File: config.mk
export PLATFORM = sky130hd
export DESIGN_NAME = memory_writeback_flat
export DESIGN_NICKNAME = d
export VERILOG_FILES = /design/src/rtl/memory_writeback_if.sv /design/src/rtl/memory_writeback.sv /design/src/flat_wrapper.sv
export SDC_FILE = /design/constraint.sdc
export NUM_CORES = 1
export LEC_CHECK = 0
export CAP_MARGIN = 5
export CORE_UTILIZATION = 40
export DETAILED_ROUTE_END_ITERATION = 7
export PLACE_DENSITY = 0.71
export SLEW_MARGIN = 20
export SYNTH_ARGS = -nofsm -noshare
export SYNTH_HDL_FRONTEND = slang
export SYNTH_SLANG_ARGS = --single-unit
File: constraint.sdc
create_clock -name clk -period 6 [get_ports clk]
set_clock_uncertainty 0.15 [all_clocks]
set_input_delay 1.2 -clock clk [delete_from_list [all_inputs] [get_ports clk]]
set_output_delay 1.2 -clock clk [all_outputs]
set_load 0.02 [all_outputs]
File: src/rtl/memory_writeback_if.sv
// Bundles the write-back controller's control, pixel-stream and BRAM write-port signals.
// The slave modport is the controller's view; the master modport belongs to whatever drives it.
interface memory_writeback_if;
    logic        start_i;
    logic [17:0] base_addr_i;
    logic [9:0]  rows_i;
    logic [9:0]  cols_i;
    logic [7:0]  data_i;
    logic        data_en_i;
    logic        ready_o;
    logic        done_o;
    logic [9:0]  cnt_img_row_o;
    logic [9:0]  cnt_img_col_o;
    logic        ena_o;
    logic        wea_o;
    logic [17:0] addr_o;
    logic [7:0]  d2mem_o;
    logic        ovf_o;

    modport master (
        output start_i, base_addr_i, rows_i, cols_i, data_i, data_en_i,
        input  ready_o, done_o, cnt_img_row_o, cnt_img_col_o,
        input  ena_o, wea_o, addr_o, d2mem_o, ovf_o
    );

    modport slave (
        input  start_i, base_addr_i, rows_i, cols_i, data_i, data_en_i,
        output ready_o, done_o, cnt_img_row_o, cnt_img_col_o,
        output ena_o, wea_o, addr_o, d2mem_o, ovf_o
    );
endinterface

File: src/rtl/memory_writeback.sv
// Write-side BRAM controller: stores a rows x cols pixel region at base_addr with line stride MAX_COL.
// Optional sticky overflow flag for beats arriving outside RUN is enabled by defining WB_BOUND_CHECK_EN.
module memory_writeback #(
    parameter int MAX_ROW = 360,
    parameter int MAX_COL = 540
) (
    input  logic               clk,
    input  logic               rst_n,
    memory_writeback_if.slave  bus
);
    localparam logic [9:0]  MAX_ROW_C    = 10'(MAX_ROW);
    localparam logic [9:0]  MAX_COL_C    = 10'(MAX_COL);
    localparam logic [17:0] LINE_STRIDE  = 18'(MAX_COL);

    typedef enum logic [1:0] {
        IDLE = 2'd0,
        RUN  = 2'd1,
        DONE = 2'd2
    } state_t;

    state_t      state_q, state_d;
    logic [9:0]  rows_q, rows_d;
    logic [9:0]  cols_q, cols_d;
    logic [9:0]  row_q, row_d;
    logic [9:0]  col_q, col_d;
    logic [17:0] line_base_q, line_base_d;

    logic        wr;
    logic        last_col;
    logic        last_row;
    logic [9:0]  rows_clamped;
    logic [9:0]  cols_clamped;

    always_ff @(posedge clk or negedge rst_n) begin
        if (!rst_n) begin
            state_q     <= IDLE;
            rows_q      <= '0;
            cols_q      <= '0;
            row_q       <= '0;
            col_q       <= '0;
            line_base_q <= '0;
        end else begin
            state_q     <= state_d;
            rows_q      <= rows_d;
            cols_q      <= cols_d;
            row_q       <= row_d;
            col_q       <= col_d;
            line_base_q <= line_base_d;
        end
    end

    always_comb begin
        state_d      = state_q;
        rows_d       = rows_q;
        cols_d       = cols_q;
        row_d        = row_q;
        col_d        = col_q;
        line_base_d  = line_base_q;

        wr           = bus.data_en_i && (state_q == RUN);
        last_col     = (col_q == cols_q - 10'd1);
        last_row     = (row_q == rows_q - 10'd1);
        rows_clamped = (bus.rows_i > MAX_ROW_C) ? MAX_ROW_C : bus.rows_i;
        cols_clamped = (bus.cols_i > MAX_COL_C) ? MAX_COL_C : bus.cols_i;

        unique case (state_q)
            IDLE: begin
                if (bus.start_i) begin
                    rows_d      = rows_clamped;
                    cols_d      = cols_clamped;
                    row_d       = '0;
                    col_d       = '0;
                    line_base_d = bus.base_addr_i;
                    state_d     = (rows_clamped == '0 || cols_clamped == '0) ? DONE : RUN;
                end
            end
            RUN: begin
                if (wr) begin
                    if (last_col) begin
                        col_d       = '0;
                        line_base_d = line_base_q + LINE_STRIDE;
                        // Row counter wraps to 0 on the final pixel so it rests at 0/0 afterwards.
                        if (last_row) begin
                            row_d   = '0;
                            state_d = DONE;
                        end else begin
                            row_d   = row_q + 10'd1;
                        end
                    end else begin
                        col_d = col_q + 10'd1;
                    end
                end
            end
            DONE: begin
                state_d = IDLE;
            end
            default: begin
                state_d = IDLE;
            end
        endcase
    end

    // BRAM port is combinational from the beat: zero write latency.
    assign bus.ready_o       = (state_q == RUN);
    assign bus.done_o        = (state_q == DONE);
    assign bus.cnt_img_row_o = row_q;
    assign bus.cnt_img_col_o = col_q;
    assign bus.ena_o         = wr;
    assign bus.wea_o         = wr;
    assign bus.addr_o        = line_base_q + {8'd0, col_q};
    assign bus.d2mem_o       = wr ? bus.data_i : 8'd0;

`ifdef WB_BOUND_CHECK_EN
    logic ovf_q, ovf_d;

    // An accepted start clears the flag, but a stray beat in that same cycle still sets it.
    always_comb begin
        ovf_d = ovf_q;
        if (state_q == IDLE && bus.start_i) begin
            ovf_d = 1'b0;
        end
        if (bus.data_en_i && state_q != RUN) begin
            ovf_d = 1'b1;
        end
    end

    always_ff @(posedge clk or negedge rst_n) begin
        if (!rst_n) begin
            ovf_q <= 1'b0;
        end else begin
            ovf_q <= ovf_d;
        end
    end

    assign bus.ovf_o = ovf_q;
`else
    assign bus.ovf_o = 1'b0;
`endif

endmodule
File: src/flat_wrapper.sv
// flat-port wrapper written by rule: the top's interface ports become plain ports
module memory_writeback_flat 
#(
    parameter int MAX_ROW = 360,
    parameter int MAX_COL = 540
)
  (clk, rst_n, bus_start_i, bus_base_addr_i, bus_rows_i, bus_cols_i, bus_data_i, bus_data_en_i, bus_ready_o, bus_done_o, bus_cnt_img_row_o, bus_cnt_img_col_o, bus_ena_o, bus_wea_o, bus_addr_o, bus_d2mem_o, bus_ovf_o);
  memory_writeback_if bus_i ();
  input  logic clk;
  input  logic rst_n;
  input wire logic [$bits(bus_i.start_i)-1:0] bus_start_i;
  input wire logic [$bits(bus_i.base_addr_i)-1:0] bus_base_addr_i;
  input wire logic [$bits(bus_i.rows_i)-1:0] bus_rows_i;
  input wire logic [$bits(bus_i.cols_i)-1:0] bus_cols_i;
  input wire logic [$bits(bus_i.data_i)-1:0] bus_data_i;
  input wire logic [$bits(bus_i.data_en_i)-1:0] bus_data_en_i;
  output wire logic [$bits(bus_i.ready_o)-1:0] bus_ready_o;
  output wire logic [$bits(bus_i.done_o)-1:0] bus_done_o;
  output wire logic [$bits(bus_i.cnt_img_row_o)-1:0] bus_cnt_img_row_o;
  output wire logic [$bits(bus_i.cnt_img_col_o)-1:0] bus_cnt_img_col_o;
  output wire logic [$bits(bus_i.ena_o)-1:0] bus_ena_o;
  output wire logic [$bits(bus_i.wea_o)-1:0] bus_wea_o;
  output wire logic [$bits(bus_i.addr_o)-1:0] bus_addr_o;
  output wire logic [$bits(bus_i.d2mem_o)-1:0] bus_d2mem_o;
  output wire logic [$bits(bus_i.ovf_o)-1:0] bus_ovf_o;
  assign bus_i.start_i = bus_start_i;
  assign bus_i.base_addr_i = bus_base_addr_i;
  assign bus_i.rows_i = bus_rows_i;
  assign bus_i.cols_i = bus_cols_i;
  assign bus_i.data_i = bus_data_i;
  assign bus_i.data_en_i = bus_data_en_i;
  assign bus_ready_o = bus_i.ready_o;
  assign bus_done_o = bus_i.done_o;
  assign bus_cnt_img_row_o = bus_i.cnt_img_row_o;
  assign bus_cnt_img_col_o = bus_i.cnt_img_col_o;
  assign bus_ena_o = bus_i.ena_o;
  assign bus_wea_o = bus_i.wea_o;
  assign bus_addr_o = bus_i.addr_o;
  assign bus_d2mem_o = bus_i.d2mem_o;
  assign bus_ovf_o = bus_i.ovf_o;
  memory_writeback #(.MAX_ROW(MAX_ROW), .MAX_COL(MAX_COL)) u_core (.clk(clk), .rst_n(rst_n), .bus(bus_i));
endmodule
Yosys cells after proc, flatten, opt, wreduce, memory -nomap -nowiden:

Index checks and enable logic that the tools add are counted.
Widths: inputs -> output; s select.

* add/subtract/negate cells: 6
* magnitude comparators: 2
* equality and inequality tests: 8
* mux-type cells: 21
* reduce and logical (&&, ||, !) cells: 10

Operator list (number)
* $mux 10: 8
* $mux 18: 3
* $pmux 10 s2: 2
* $pmux 18 s2: 1
* $add 10x1->10 const B: 2
* $eq 10x10->1: 2
* $logic_not 10->1: 2
* $sub 10x1->10 const B: 2
* $add 18x10->18: 1
* $add 18x10->18 const B: 1
* $gt 10x10->1 const B: 1
* $gt 10x9->1 const B: 1
* $mux 2: 5
* $mux 8: 1
* $reduce_and 4->1: 2
* $ne 2x1->1 const B: 3
* $pmux 2 s2: 1
* $reduce_and 3->1: 1
* $eq 2x1->1 const B: 1
* $eq 2x2->1 const B: 1
* $logic_not 2->1: 1
* $ne 2x2->1 const B: 1
* $reduce_and 2->1: 1
* $reduce_bool 2->1: 1
* other kinds (2): 2

* register bits: 60
* word-level logic and storage cells: 53

Logic depth before layout (Yosys ltp):

* depth after elaboration: 7
* depth in mapped cells: 11
* depth with buffers taken out: 10

Worst setup path before layout:

Ideal clock, no wire load.

* path kind: register to output
* start: reg u_core.col_q[0] (netlist: u_core.bus.cnt_img_col_o[0])
* end: out bus_addr_o[14]
* arrival: 2.527 ns
* data required time: 4.650 ns
* slack: 2.123 ns
* stages on the path, launching flop included: 11
* path buffers: 0
* cell sequence: dfrtp_1 -> ha_1 -> inv_1 -> fa_1 -> nor2b_1 -> o21ai_0 -> a21boi_0 -> o21ai_0 -> a31oi_1 -> nand3_1 -> xnor2_1

* word-level cells in the longest chain between the ends: 1

RTL lines
* from (decl): RTL line memory_writeback.sv:25 `logic [9:0] col_q, col_d;`
* from (signal assigned): RTL line memory_writeback.sv:47 `col_q <= col_d;`
* $add 18x10->18: RTL line memory_writeback.sv:110 `assign bus.addr_o = line_base_q + {8'd0, col_q};`
* to (decl): RTL line flat_wrapper.sv:23 `output wire logic [$bits(bus_i.addr_o)-1:0] bus_addr_o;`

Every way passes these cells.

Worst setup path in the final report:

* start: reg u_core.col_q[0] (netlist: u_core.bus.cnt_img_col_o[0])
* end: out bus_addr_o[12]

Same word-level chain as after synthesis.

==> impl_metrics.csv <==
group,metric,value,unit
yosys,synth-simple-area-share,0.258,
sta,whs,332,ps
final_layout,fin_nets,667,
drt,drcViolationCount,0,
final_layout,finalInstanceArea,5570,sq um
sta,period_share,0.808,
drt,drtIter0Drc,208,
floorplanning,core_area,10300,sq um
floorplanning,dieArea,11100,sq um
place,dpl.cell_count,726,
final_layout,post-route-util,0.539,
place,dp_hpwl,8.25,mm
sta,setup_viol,0,
drt,vias,4086,
yosys,synth_adder_area_share,0.0488,
place,io_buffers,99,
status,status,"completed",
final_layout,finalNonFillerCells,741,
final_layout,final_common_cell,"clkdlybuf4s50_1",
sta,fin_crit,4850,ps
sta,rsz0062_at_grt,"false",
power_and_ir_drop,peakVddDrop,0.165,mV
sta,clock.fmax,0.206,GHz
yosys,synth_seq_area_share,0.353,
worst_hold_path,hp-class,"reg -> reg",
worst_hold_path,min-delay-start,"u_core.line_base_q[0]",
clock_network,cts_hold_buf,0,
yosys,synthArstFlopShare,1.00,
grt,grt_max_degree,61,
yosys,synth-main-ff-cell,"dfrtp_1",
grt,grt_pass1_wl,18.6,mm
worst_hold_path,hold_depth,2,
clock_network,numCtsBuffers,9,
yosys,synth_top_family_by_area,"simple AND/OR/NAND/NOR gates",
sta,finalHoldViolations,0,
drt,route.final.wire_length,11.0,mm
clock_network,h-tree-depth,3,
worst_hold_path,hold_end,"u_core.line_base_q[0]",
floorplanning,initial_core_util,0.412,
critical_path,criticalPathCategory,"reg -> out",
power_and_ir_drop,leakage,2.43,nW
final_layout,area_growth_syn_to_layout,30.9,%
yosys,syn_nets,573,
grt,grt_overflow,0,
critical_path,worstPathArrival,3500,ps
critical_path,path_max_fanout,6,
floorplanning,die_x,105,um
yosys,synth-compound-area-share,0.205,
sta,relSlewSlack,0.436,
floorplanning,io_pins,101,
clock_network,cts_setup_buffers,0,
yosys,synth_top_area_share,0.353,
grt,grt_pass1_vias,3986,
yosys,synth.top_cells.by_area,"dfrtp_1, xnor2_1, a21oi_1",
yosys,syn_avg_cell_area,8.39,sq um
clock_network,cts_tree,"done",
clock_network,cts_resized,0,
job,drv_cap,0,
clock_network,clock_latency,330,ps
yosys,synthMuxAreaShare,0.00765,
drt,first_pass_iters,4,
power_and_ir_drop,powerDensity,282,nW/um^2
critical_path,rr_worst_depth,10,
floorplanning,num_rows,37,
place,gp_congestion,0.792,
drt,wl_per_cell,14.9,um
grt,grt_util_all_layers,0.208,
critical_path,r2r-end,"u_core.bus.cnt_img_row_o[3]",
drt,viasPerCell,5.51,
final_layout,num_antenna_cells,0,
yosys,synth-seq-cells,60,
final_layout,drive_gt1_frac,0.0496,
yosys,synth_top_area_cell,"dfrtp_1",
yosys,yosys.area_share.xor_xnor,0.0865,
critical_path,worstPathRequired,4650,ps
yosys,netlist_instances,507,
clock_network,clock_path_buffers,2,
yosys,ys_types,59,
sta,tns,0,ps
place,placed_area,5350,sq um
critical_path,cp-start-kind,"flip-flop",
grt,antenna_found_initial,0,
yosys,synth_area,4250,sq um
critical_path,r2r_slack,2620,ps
yosys,synth-edff-count,0,
critical_path,end_kind,"primary output",
sta,slew_violations,0,
clock_network,path_clk_slew,70,ps
yosys,synth-warning-count,0,
sta,worst_pin_slew,847,ps
drt,ant_nets,0,
clock_network,cts_sinks,60,
critical_path,timing.rr.start,"u_core.cols_q[0]",
floorplanning,die_y,105,um
clock_network,root_buffer,"clkbuf_8",
final_layout,final_cell_mix,"clkdlybuf4s50_1, dfrtp_1, nand2_1",
## area by class of cell
cell class | instances | area (sq um)
sequential | 60 | 1500
tap | 136 | 170
timing repair buffer | 103 | 1020
fill | 963 | 4750
multi-input combinational | 409 | 2590
inverter | 18 | 67.6
clock buffer | 11 | 151
clock inverter | 4 | 72.6
## synthesized netlist by cell type, drive strengths merged, types with 5 or more instances
library cell,count
a21oi,44
a22o,13
a31oi,5
and3,21
buf,8
clkbuf,12
dfrtp,60
ha,15
inv,18
nand2,58
nand2b,11
nand3,19
nand4,5
nor2,29
nor2b,16
nor3,13
nor4,6
o21ai,43
o22a,5
o22ai,6
or3,5
xnor2,28
xor2,14
## critical path: stages (launching register included)
cell	delay (ps)
dfrtp_1	450
ha_1	200
inv_1	50
fa_1	420
nor2b_1	120
o21ai_0	100
a21boi_0	250
o21ai_0	180
a31oi_1	450
nand3_1	160
xnor2_1	160
clkdlybuf4s50_1	620
## flip-flops by register name, indices dropped and copies added, names as in the netlist
| register | count |
|---|---|
| u_core.bus.cnt_img_row_o | 10 |
| u_core.cols_q | 10 |
| u_core.state_q | 2 |
| u_core.bus.cnt_img_col_o | 10 |
| u_core.line_base_q | 18 |
| u_core.rows_q | 10 |
## per-stage QoR
stage	setup slack, ps	total power, mW
floorplan	2120	0.898
global placement	1590	1.15
detailed placement	1500	1.17
CTS	1110	1.59
global route	827	1.67
finish	1150	1.57
## layer usage
metal | vias to the layer above | global-route usage | routed length [um]
li1 | 2034 | - | -
met1 | 1939 | 0.265 | 5130
met2 | 101 | 0.352 | 5200
met3 | 12 | 0.0499 | 530
met4 | 0 | 0.0563 | 145
met5 | - | 0 | 0
## kinds of logic after synthesis
family	Yosys count
multiplexers	3
flip-flops	60
buffers and inverters	38
other	1
XOR/XNOR	42
adder cells (fa/ha/maj)	16
AND/OR/NAND/NOR	208
AO/OA/AOI/OAI	139
## how the worst max path moves through the flow
| stage | from | endpoint | slack [ps] | cells past startpoint |
|---|---|---|---|---|
| 2_1_floorplan | u_core.bus.cnt_img_col_o[0] | bus_addr_o[14] | 2120 | 10 |
| 3_3_place_gp | u_core.bus.cnt_img_col_o[0] | bus_addr_o[14] | 1590 | 11 |
| 3_5_place_dp | u_core.bus.cnt_img_col_o[0] | bus_addr_o[12] | 1500 | 11 |
| 4_1_cts | u_core.bus.cnt_img_col_o[0] | bus_addr_o[12] | 1110 | 11 |
| 5_1_grt | u_core.bus.cnt_img_col_o[0] | bus_addr_o[12] | 830 | 11 |
| 6_report | u_core.bus.cnt_img_col_o[0] | bus_addr_o[12] | 1150 | 11 |
## power by group
| part | switching (mW) | total (mW) | internal (mW) |
|---|---|---|---|
| Combinational | 0.321 | 0.633 | 0.312 |
| Sequential | 0.0779 | 0.526 | 0.448 |
| Clock | 0.160 | 0.414 | 0.254 |
| Total | 0.559 | 1.57 | 1.01 |
Note: power is estimated with default switching activity, not from simulation.
